===== src/rtl/tmds_pkg.sv =====
// rtl/tmds_pkg.sv - shared constants, types and helpers for the TMDS encoder
//
// Purpose: one place for the symbol width, the default disparity counter
// width, the four DVI control symbols and the small helpers used by both
// pipeline stages.
// Ports: none (package).
package tmds_pkg;

  localparam int SYM_W              = 10;
  localparam int DISP_WIDTH_DEFAULT = 5;

  // Control symbols sent during blanking, indexed by {C1,C0}.
  localparam logic [SYM_W-1:0] CTRL_SYM_00 = 10'h354;
  localparam logic [SYM_W-1:0] CTRL_SYM_01 = 10'h0AB;
  localparam logic [SYM_W-1:0] CTRL_SYM_10 = 10'h154;
  localparam logic [SYM_W-1:0] CTRL_SYM_11 = 10'h2AB;

  // Which of the three DC-balancing rules stage 2 applies to a data word.
  typedef enum logic [1:0] {
    DISP_A = 2'd0,  // counter neutral or word balanced: invert only on XNOR path
    DISP_B = 2'd1,  // word would worsen the running imbalance: send inverted
    DISP_C = 2'd2   // word already pulls toward balance: send as is
  } disp_case_e;

  // Stage-1 pipeline register contents.
  typedef struct packed {
    logic       de;
    logic [1:0] ctrl;
    logic [8:0] qm;
  } stage1_t;

  function automatic logic [3:0] popcount8(input logic [7:0] v);
    logic [3:0] n;
    n = '0;
    for (int i = 0; i < 8; i++) begin
      n = n + {3'b000, v[i]};
    end
    return n;
  endfunction

  function automatic logic [SYM_W-1:0] ctrl_symbol(input logic [1:0] c);
    logic [SYM_W-1:0] s;
    case (c)
      2'b00:   s = CTRL_SYM_00;
      2'b01:   s = CTRL_SYM_01;
      2'b10:   s = CTRL_SYM_10;
      default: s = CTRL_SYM_11;
    endcase
    return s;
  endfunction

endpackage


===== src/rtl/tmds_minimize.sv =====
// rtl/tmds_minimize.sv - combinational transition-minimizing qm generator
//
// Purpose: turns a pixel byte into the 9-bit transition-minimized word qm.
// qm[8] records which path was used (1 = XOR, 0 = XNOR).
// Ports:
//   data  in   8  pixel component
//   qm    out  9  minimized word
module tmds_minimize
  import tmds_pkg::*;
(
  input  logic [7:0] data,
  output logic [8:0] qm
);

  logic [3:0] n1d;

  assign n1d = popcount8(data);

  always_comb begin : minimize
    logic       use_xnor;
    logic [8:0] q;
    // Tie-break on data[0] when the byte is balanced.
    use_xnor = (n1d > 4'd4) || ((n1d == 4'd4) && !data[0]);
    q        = '0;
    q[0]     = data[0];
    // XNOR is XOR followed by inversion, so both paths share one chain.
    for (int i = 1; i < 8; i++) begin
      q[i] = q[i-1] ^ data[i] ^ use_xnor;
    end
    q[8] = ~use_xnor;
    qm   = q;
  end

endmodule


===== src/rtl/tmds_encoder.sv =====
// rtl/tmds_encoder.sv - two-stage DVI TMDS 8b/10b encoder for one channel
//
// Purpose: stage 1 registers the minimized word with de/ctrl; stage 2 applies
// DC balancing against the running disparity counter (or emits a control
// symbol in blanking) and registers the 10-bit symbol. Latency 2 clocks,
// one symbol per clock. DISP_WIDTH must be at least 5 so the counter
// (bounded to +/-10) cannot wrap.
// Ports:
//   clock    in   1   pixel clock
//   resetN   in   1   asynchronous active-low reset
//   de       in   1   1 = active video, 0 = blanking
//   ctrl     in   2   {C1,C0}, used only when de=0
//   data     in   8   pixel component, used only when de=1
//   tmdsOut  out  10  encoded symbol, bit 0 sent first
module tmds_encoder
  import tmds_pkg::*;
#(
  parameter int DISP_WIDTH = DISP_WIDTH_DEFAULT
) (
  input  logic             clock,
  input  logic             resetN,
  input  logic             de,
  input  logic [1:0]       ctrl,
  input  logic [7:0]       data,
  output logic [SYM_W-1:0] tmdsOut
);

  localparam logic signed [DISP_WIDTH-1:0] TWO  = DISP_WIDTH'(2);
  localparam logic signed [DISP_WIDTH-1:0] ZERO = '0;
  localparam logic signed [DISP_WIDTH+1:0] CNT_LIMIT = (DISP_WIDTH+2)'(10);

  // ---------------- stage 1 ----------------
  logic [8:0] qm_comb;
  stage1_t    s1_q;

  tmds_minimize u_minimize (
    .data (data),
    .qm   (qm_comb)
  );

  always_ff @(posedge clock or negedge resetN) begin
    if (!resetN) begin
      s1_q <= '0;
    end else begin
      s1_q.de   <= de;
      s1_q.ctrl <= ctrl;
      s1_q.qm   <= qm_comb;
    end
  end

  // ---------------- stage 2 ----------------
  logic                         q8;
  logic [7:0]                   qlo;
  logic [3:0]                   n1;
  logic signed [DISP_WIDTH-1:0] diff;     // N1 - N0 of qm[7:0]
  logic signed [DISP_WIDTH-1:0] delta;
  logic signed [DISP_WIDTH-1:0] cnt_q;
  logic signed [DISP_WIDTH-1:0] cnt_d;
  logic signed [DISP_WIDTH+1:0] cnt_wide; // overflow-free next count
  disp_case_e                   sel;
  logic [SYM_W-1:0]             sym_active;
  logic [SYM_W-1:0]             sym_d;

  assign q8  = s1_q.qm[8];
  assign qlo = s1_q.qm[7:0];
  assign n1  = popcount8(qlo);

  always_comb begin
    diff = DISP_WIDTH'(2 * int'(n1) - 8);
    sel  = DISP_C;
    if ((cnt_q == ZERO) || (n1 == 4'd4)) begin
      sel = DISP_A;
    end else if ((!cnt_q[DISP_WIDTH-1] && (n1 > 4'd4)) ||
                 ( cnt_q[DISP_WIDTH-1] && (n1 < 4'd4))) begin
      // cnt is known non-zero here, so the sign bit alone separates >0 / <0.
      sel = DISP_B;
    end
  end

  always_comb begin
    sym_active = '0;
    delta      = ZERO;
    case (sel)
      DISP_A: begin
        sym_active = {~q8, q8, q8 ? qlo : ~qlo};
        delta      = q8 ? diff : -diff;
      end
      DISP_B: begin
        sym_active = {1'b1, q8, ~qlo};
        delta      = (q8 ? TWO : ZERO) - diff;
      end
      default: begin
        sym_active = {1'b0, q8, qlo};
        delta      = diff - (q8 ? ZERO : TWO);
      end
    endcase
  end

  always_comb begin
    if (s1_q.de) begin
      cnt_d = cnt_q + delta;
      sym_d = sym_active;
    end else begin
      // Blanking always restarts the disparity from neutral.
      cnt_d = ZERO;
      sym_d = ctrl_symbol(s1_q.ctrl);
    end
  end

  always_ff @(posedge clock or negedge resetN) begin
    if (!resetN) begin
      cnt_q   <= ZERO;
      tmdsOut <= CTRL_SYM_00;
    end else begin
      cnt_q   <= cnt_d;
      tmdsOut <= sym_d;
    end
  end

  assign cnt_wide = (DISP_WIDTH+2)'(cnt_q) + (DISP_WIDTH+2)'(delta);

  a_cnt_range : assert property (
    @(posedge clock) disable iff (!resetN)
    s1_q.de |-> ((cnt_wide <= CNT_LIMIT) && (cnt_wide >= -CNT_LIMIT))
  );

endmodule


===== config.mk =====
export PLATFORM = sky130hd
export DESIGN_NAME = tmds_encoder
export DESIGN_NICKNAME = d
export VERILOG_FILES = /design/src/rtl/tmds_pkg.sv /design/src/rtl/tmds_minimize.sv /design/src/rtl/tmds_encoder.sv
export SDC_FILE = /design/constraint.sdc
export NUM_CORES = 1
export LEC_CHECK = 0
export CAP_MARGIN = 25
export CELL_PAD_IN_SITES_DETAIL_PLACEMENT = 0
export CELL_PAD_IN_SITES_GLOBAL_PLACEMENT = 1
export CORE_AREA = 2 2 70 72
export DETAILED_ROUTE_END_ITERATION = 16
export DIE_AREA = 0 0 72 74
export HOLD_SLACK_MARGIN = 0.06
export PLACE_DENSITY_LB_ADDON = 0.1
export SYNTH_ARGS = -nofsm -noshare
export SYNTH_HDL_FRONTEND = slang
export SYNTH_HIERARCHICAL = 1
export SYNTH_SLANG_ARGS = --single-unit

===== constraint.sdc =====
create_clock -name clock -period 6.3 [get_ports clock]
set_clock_uncertainty 0.05 [all_clocks]
set_input_delay 0.945 -clock clock [delete_from_list [all_inputs] [get_ports clock]]
set_output_delay 0.945 -clock clock [all_outputs]
set_load 0.03 [all_outputs]

== Word-level counts from Yosys, hierarchy flattened ==
Index checks and enable logic that the tools add are counted.

* Multiplexer cells: 11
* Add/sub/neg operators: 19
* Bitwise gates (word level): 17
* Equal/unequal tests: 5
* Reduce and logical (&&, ||, !) cells: 11
* $lt $le $gt $ge: 3

{| class="wikitable"
|+ Operators with widths
! kind !! number
|-
| $add A4 B1 Y4 || 10
|-
| $pmux W10 S3 || 1
|-
| $pmux W10 S2 || 1
|-
| $xor A1 B1 Y1 || 14
|-
| $mux W10 || 1
|-
| $mux W5 || 2
|-
| $pmux W5 S2 || 1
|-
| $eq A4 B3 Y1 const B || 2
|-
| $gt A4 B3 Y1 const B || 2
|-
| $mux W2 || 4
|-
| $mux W8 || 1
|-
| $not A8 Y8 || 1
|-
| $add A5 B5 Y5 || 1
|-
| $logic_not A5 Y1 || 1
|-
| $neg A5 Y5 || 1
|-
| $sub A3 B5 Y5 || 1
|-
| $sub A5 B3 Y5 || 1
|-
| $sub A5 B4 Y5 const B || 1
|-
| $add A1 B1 Y2 || 2
|-
| $add A3 B1 Y4 || 1
|-
| $eq A2 B1 Y1 const B || 2
|-
| $logic_not A2 Y1 || 2
|-
| $lt A4 B3 Y1 const B || 1
|-
| $add A2 B1 Y3 || 1
|-
| 5 further kinds || 11
|}

* Input bits: 13
* Output and inout port bits: 10
* Register bits: 27

== Depth between registers and ports, before layout ==
* Word-level depth: 23
* Gate-level depth with buffers: 20
* Depth with buffers taken out: 20

== By module ==
Netlist, hierarchy kept.

{| class="wikitable"
|+ By module, submodules not included
! module !! sequential area each (um^2) !! times used !! area an instance (um^2) !! cells each
|-
| tmds_encoder || 656.9 || 1 || 1627.8 || 151
|-
| tmds_minimize || 0.0 || 1 || 310.3 || 29
|}

== Worst setup path before layout ==
No wires, ideal clock.

* Path kind: flip-flop to flip-flop
* Start point: reg s1_q (netlist bit qlo[0])
* End point: reg cnt_q[4]
* Period minus slack after synthesis: 5.022 ns
* Arrival: 4.893 ns
* Path buffers: 0
* Required time: 6.171 ns
* Stages on the path, launching flop included: 21
* Library setup time: 0.079 ns
* Setup slack: 1.278 ns
* Cell sequence: dfrtp_1 > fa_1 > inv_1 > fa_1 > fa_1 > inv_1 > ha_1 > fa_1 > xor2_1 > inv_1 > ha_1 > a21oi_1 > nand2_1 > mux2i_1 > mux2i_1 > ha_1 > a21o_1 > a21oi_1 > xnor2_1 > or2_2 > mux2i_1

* Longest elaborated chain between the ends: 16
* Elaborated cells on any way between the ends: 26
* Classes of those cells: 12 x add/sub; 2 x order compare; 2 x eq/ne; 5 x mux; 5 x reduce/logical

{| class="wikitable"
|+ Ends and longest elaborated chain
! what !! line !! source
|-
| start: declaration || tmds_encoder.sv:34 || <nowiki>stage1_t s1_q;</nowiki>
|-
| $add A1 B1 Y2 * || tmds_pkg.sv:36 || <nowiki>n = n + {3'b000, v[i]};</nowiki>
|-
| $add A2 B1 Y3 * || tmds_pkg.sv:36 ||
|-
| $add A3 B1 Y4 * || tmds_pkg.sv:36 ||
|-
| $add A4 B1 Y4 * (4 in series) || tmds_pkg.sv:36 ||
|-
| parallel branches: the longest is 6 deep, another holds $sub A5 B4 Y5 || n/a ||
|-
| $pmux W5 S2 * || tmds_encoder.sv:83 || <nowiki>case (sel)</nowiki>
|-
| $add A5 B5 Y5 * || tmds_encoder.sv:101 || <nowiki>cnt_d = cnt_q + delta;</nowiki>
|-
| $mux W5 * || tmds_encoder.sv:100 || <nowiki>if (s1_q.de) begin</nowiki>
|-
| net cnt_d[4] || tmds_encoder.sv:58 || <nowiki>logic signed [DISP_WIDTH-1:0] cnt_d;</nowiki>
|-
| end signal: assignment || tmds_encoder.sv:115 || <nowiki>cnt_q <= cnt_d;</nowiki>
|-
| end: declaration || tmds_encoder.sv:57 || <nowiki>logic signed [DISP_WIDTH-1:0] cnt_q;</nowiki>
|}

Mark *: on every way through the listed nets, which the timed path passes.

== Worst setup path after layout ==
Ends and elaborated chain as after synthesis.

==> flow_summary.yaml <==
final_layout:
  diodes: 0
  layout_common_cells: "27 x inv_1, 22 x clkdlybuf4s50_1, 21 x dfrtp_1, 19 x ha_1, 10 x xnor2_1"
  syn2layout_area_growth_pct: 18.0
  post-route-util_pct: 49.7
  final_common_cell: "inv_1"
  design_area_um2: 2290
  nets: 244
  layout-drive-gt1-share_pct: 11.4
  fin_cells: 256
sta:
  fin_crit_sh_pct: 87.6
  slew_headroom_pct: 54.1
  fin_crit_ns: 5.52
  rsz0062_at_grt: "no"
  worst_pin_slew_ns: 0.689
  hold_viol_final: 0
  max_freq_mhz: 181
  setup_viol: 0
  setup_tns_ns: 0
  slew_violations: 0
setup_path:
  cp_max_fo: 6
  criticalPathCategory: "reg2reg"
  crit_arrival_ns: 5.67
  cp_cell_sequence: "fa_1 > inv_1 > fa_1 > fa_1 > inv_1 > ha_1 > fa_1 > xor2_1 > inv_1 > ha_1 > a21oi_1 > nand2_1 > mux2i_1 > mux2i_1 > ha_1 > a21o_1 > a21oi_1 > xnor2_1 > or2_2 > mux2i_1"
  end_kind: "flop"
  cpMostUsedCell: "fa_1"
  critPathMaxStageDelay_ns: 0.54
  required_ns: 6.45
  start_kind: "flop"
  slowest_stage: "fa_1"
floorplanning:
  rows: 25
  num_io_pins: 23
  die_w_um: 72
  die_h_um: 74
  die_area_um2: 5330
  core_area_um2: 4600
  initial_core_util_pct: 42.1
place:
  dpl-instance-area_um2: 2220
  hpwl_um: 3020
  gp_congestion: 0.941
  dp.cells: 252
  port_buffers: 22
clock_tree:
  clock_sinks: 26
  cts.path.max_buffers: 2
  clock-root-buffer: "clkbuf_8"
  cts.clk_slew.worst_paths_ns: 0.09
  cts-hold-fix-buffers: 0
  clock_latency_ns: 0.27
  cts_tree: "built"
  cts_resized: 0
  cts_buffers: 3
  h-tree-depth: 1
  post_cts_buffers: 0
detailed_routing:
  drtIter0Drc: 45
  route.detailed.drc: 0
  drt-pass1-iter-count: 4
  dr_total_vias: 1319
  ant_nets: 0
  post_drt_wl_per_cell_um: 14.3
  via_per_inst: 5.15
  routed_wl_um: 3650
yosys:
  avgSynthCellArea_um2: 10.8
  ys_types: 42
  yosysWarningCount: 6
  synthXorXnorAreaFrac_pct: 9.62
  syn_nets: 221
  synth_top_family_by_area: "adder cells"
  synth-edff-count: 0
  syn-cell-area_um2: 1940
  synth-seq-cells: 26
  synth_mux_area_share_pct: 3.68
  synth_compound_area_share_pct: 11.9
  synth_cells: 180
  async_flop_share_pct: 100
  synth_ff_type: "dfrtp_1"
  synth-simple-area-share_pct: 12.2
  yosysSeqAreaShare_pct: 33.9
  synthAdderAreaFrac_pct: 21.6
flow_run:
  cap_violations: 0
grt:
  overflow: 0
  antenna_found_initial: 0
  grt_max_degree: 23
  grt_pass1_vias: 1395
  grt_use_total_pct: 16.1
  grt_pass1_wl_um: 6640
hold_path:
  hold_path.class: "reg2reg"
outcome:
  status: "completed"
[per-layer routing]
layer  up-vias  wire (µm)  track usage, %
met3         5        119            1.08
met2        36       1740            27.3
met1       619       1730            21.5
met4         0         64            6.92
li1        659          -               -
met5         -          0               0
[state kept, by name (all words and copies together), names as in the netlist]
name,cells
cnt_q,4
s1_q,3
q8,1
tmdsOut,10
qlo,8
[path summary, 6_finish.rpt]
check / endpoint / slack [ns] / startpoint / cells past startpoint
min in group asynchronous: s1_q[9]$_DFF_PN0_ / 1.00 / resetN / 1
setup / recovery: cnt_q[4]$_DFF_PN0_ / 0.78 / qlo[0]$_DFF_PN0_ / 20
setup reg to reg: cnt_q[4]$_DFF_PN0_ / 0.78 / qlo[0]$_DFF_PN0_ / 20
hold reg to reg: tmdsOut[4]$_DFF_PN1_ / 0.51 / qlo[4]$_DFF_PN0_ / 2
hold / removal: tmdsOut[4]$_DFF_PN1_ / 0.51 / qlo[4]$_DFF_PN0_ / 2
max in group asynchronous: qlo[4]$_DFF_PN0_ / 4.71 / resetN / 2
[synth_stat cells, types with 2 or more instances]
cell | count | area, µm²
nor3b_1 | 2 | 15.0
xor2_1 | 4 | 35.0
or2_2 | 2 | 12.5
nand2_1 | 9 | 33.8
dfstp_2 | 5 | 131
clkbuf_1 | 2 | 7.51
fa_1 | 9 | 180
nor3_1 | 2 | 10.0
mux2i_1 | 6 | 60.1
xnor2_1 | 10 | 87.6
nand3_1 | 2 | 10.0
dfrtp_1 | 21 | 526
a21o_1 | 2 | 15.0
buf_6 | 2 | 22.5
o211ai_1 | 9 | 67.6
inv_1 | 27 | 101
ha_1 | 19 | 238
nand2b_1 | 4 | 25.0
o21ai_0 | 4 | 20.0
nand4_1 | 8 | 50.1
a21oi_1 | 5 | 25.0
nor2_1 | 5 | 18.8
nand3b_1 | 2 | 15.0
[cells by family (layout without fill, tap and decap cells)]
group / after synthesis / after routing
buf+inv: 32 / 54
simple gates: 41 / 41
xor+xnor: 17 / 17
flops: 26 / 26
compound gates: 29 / 29
mux: 7 / 7
fa+ha+maj: 28 / 28
[stage by stage]
step	worst slack (ns)	hold WS [ns]
global route	0.488	0.564
global placement	0.939	0.496
CTS	0.812	0.521
detailed placement	0.825	0.504
floorplan	1.28	0.457
finish	0.783	0.512
[worst max-delay path: cells and delay by family (launching register included)]
kind,cells,cell delay [ns]
XOR/XNOR,2,0.49
adder cells (fa/ha/maj),7,2.71
AND/OR/NAND/NOR,2,0.48
flip-flops,1,0.42
buffers and inverters,3,0.26
AO/OA/AOI/OAI,3,0.59
multiplexers,3,0.45
[final cells by class]
class                      count  area [µm²]
clock buffer                   3        41.3
clock inverter                 1        30.0
fill                         415        2310
inverter                      27         101
multi-input combinational    122        1140
sequential                    26         657
tap                           54        67.6
timing repair buffer          23         248
Power is not shown: default switching activity piles up to over one toggle a cycle in this logic, so the estimate is an artifact.
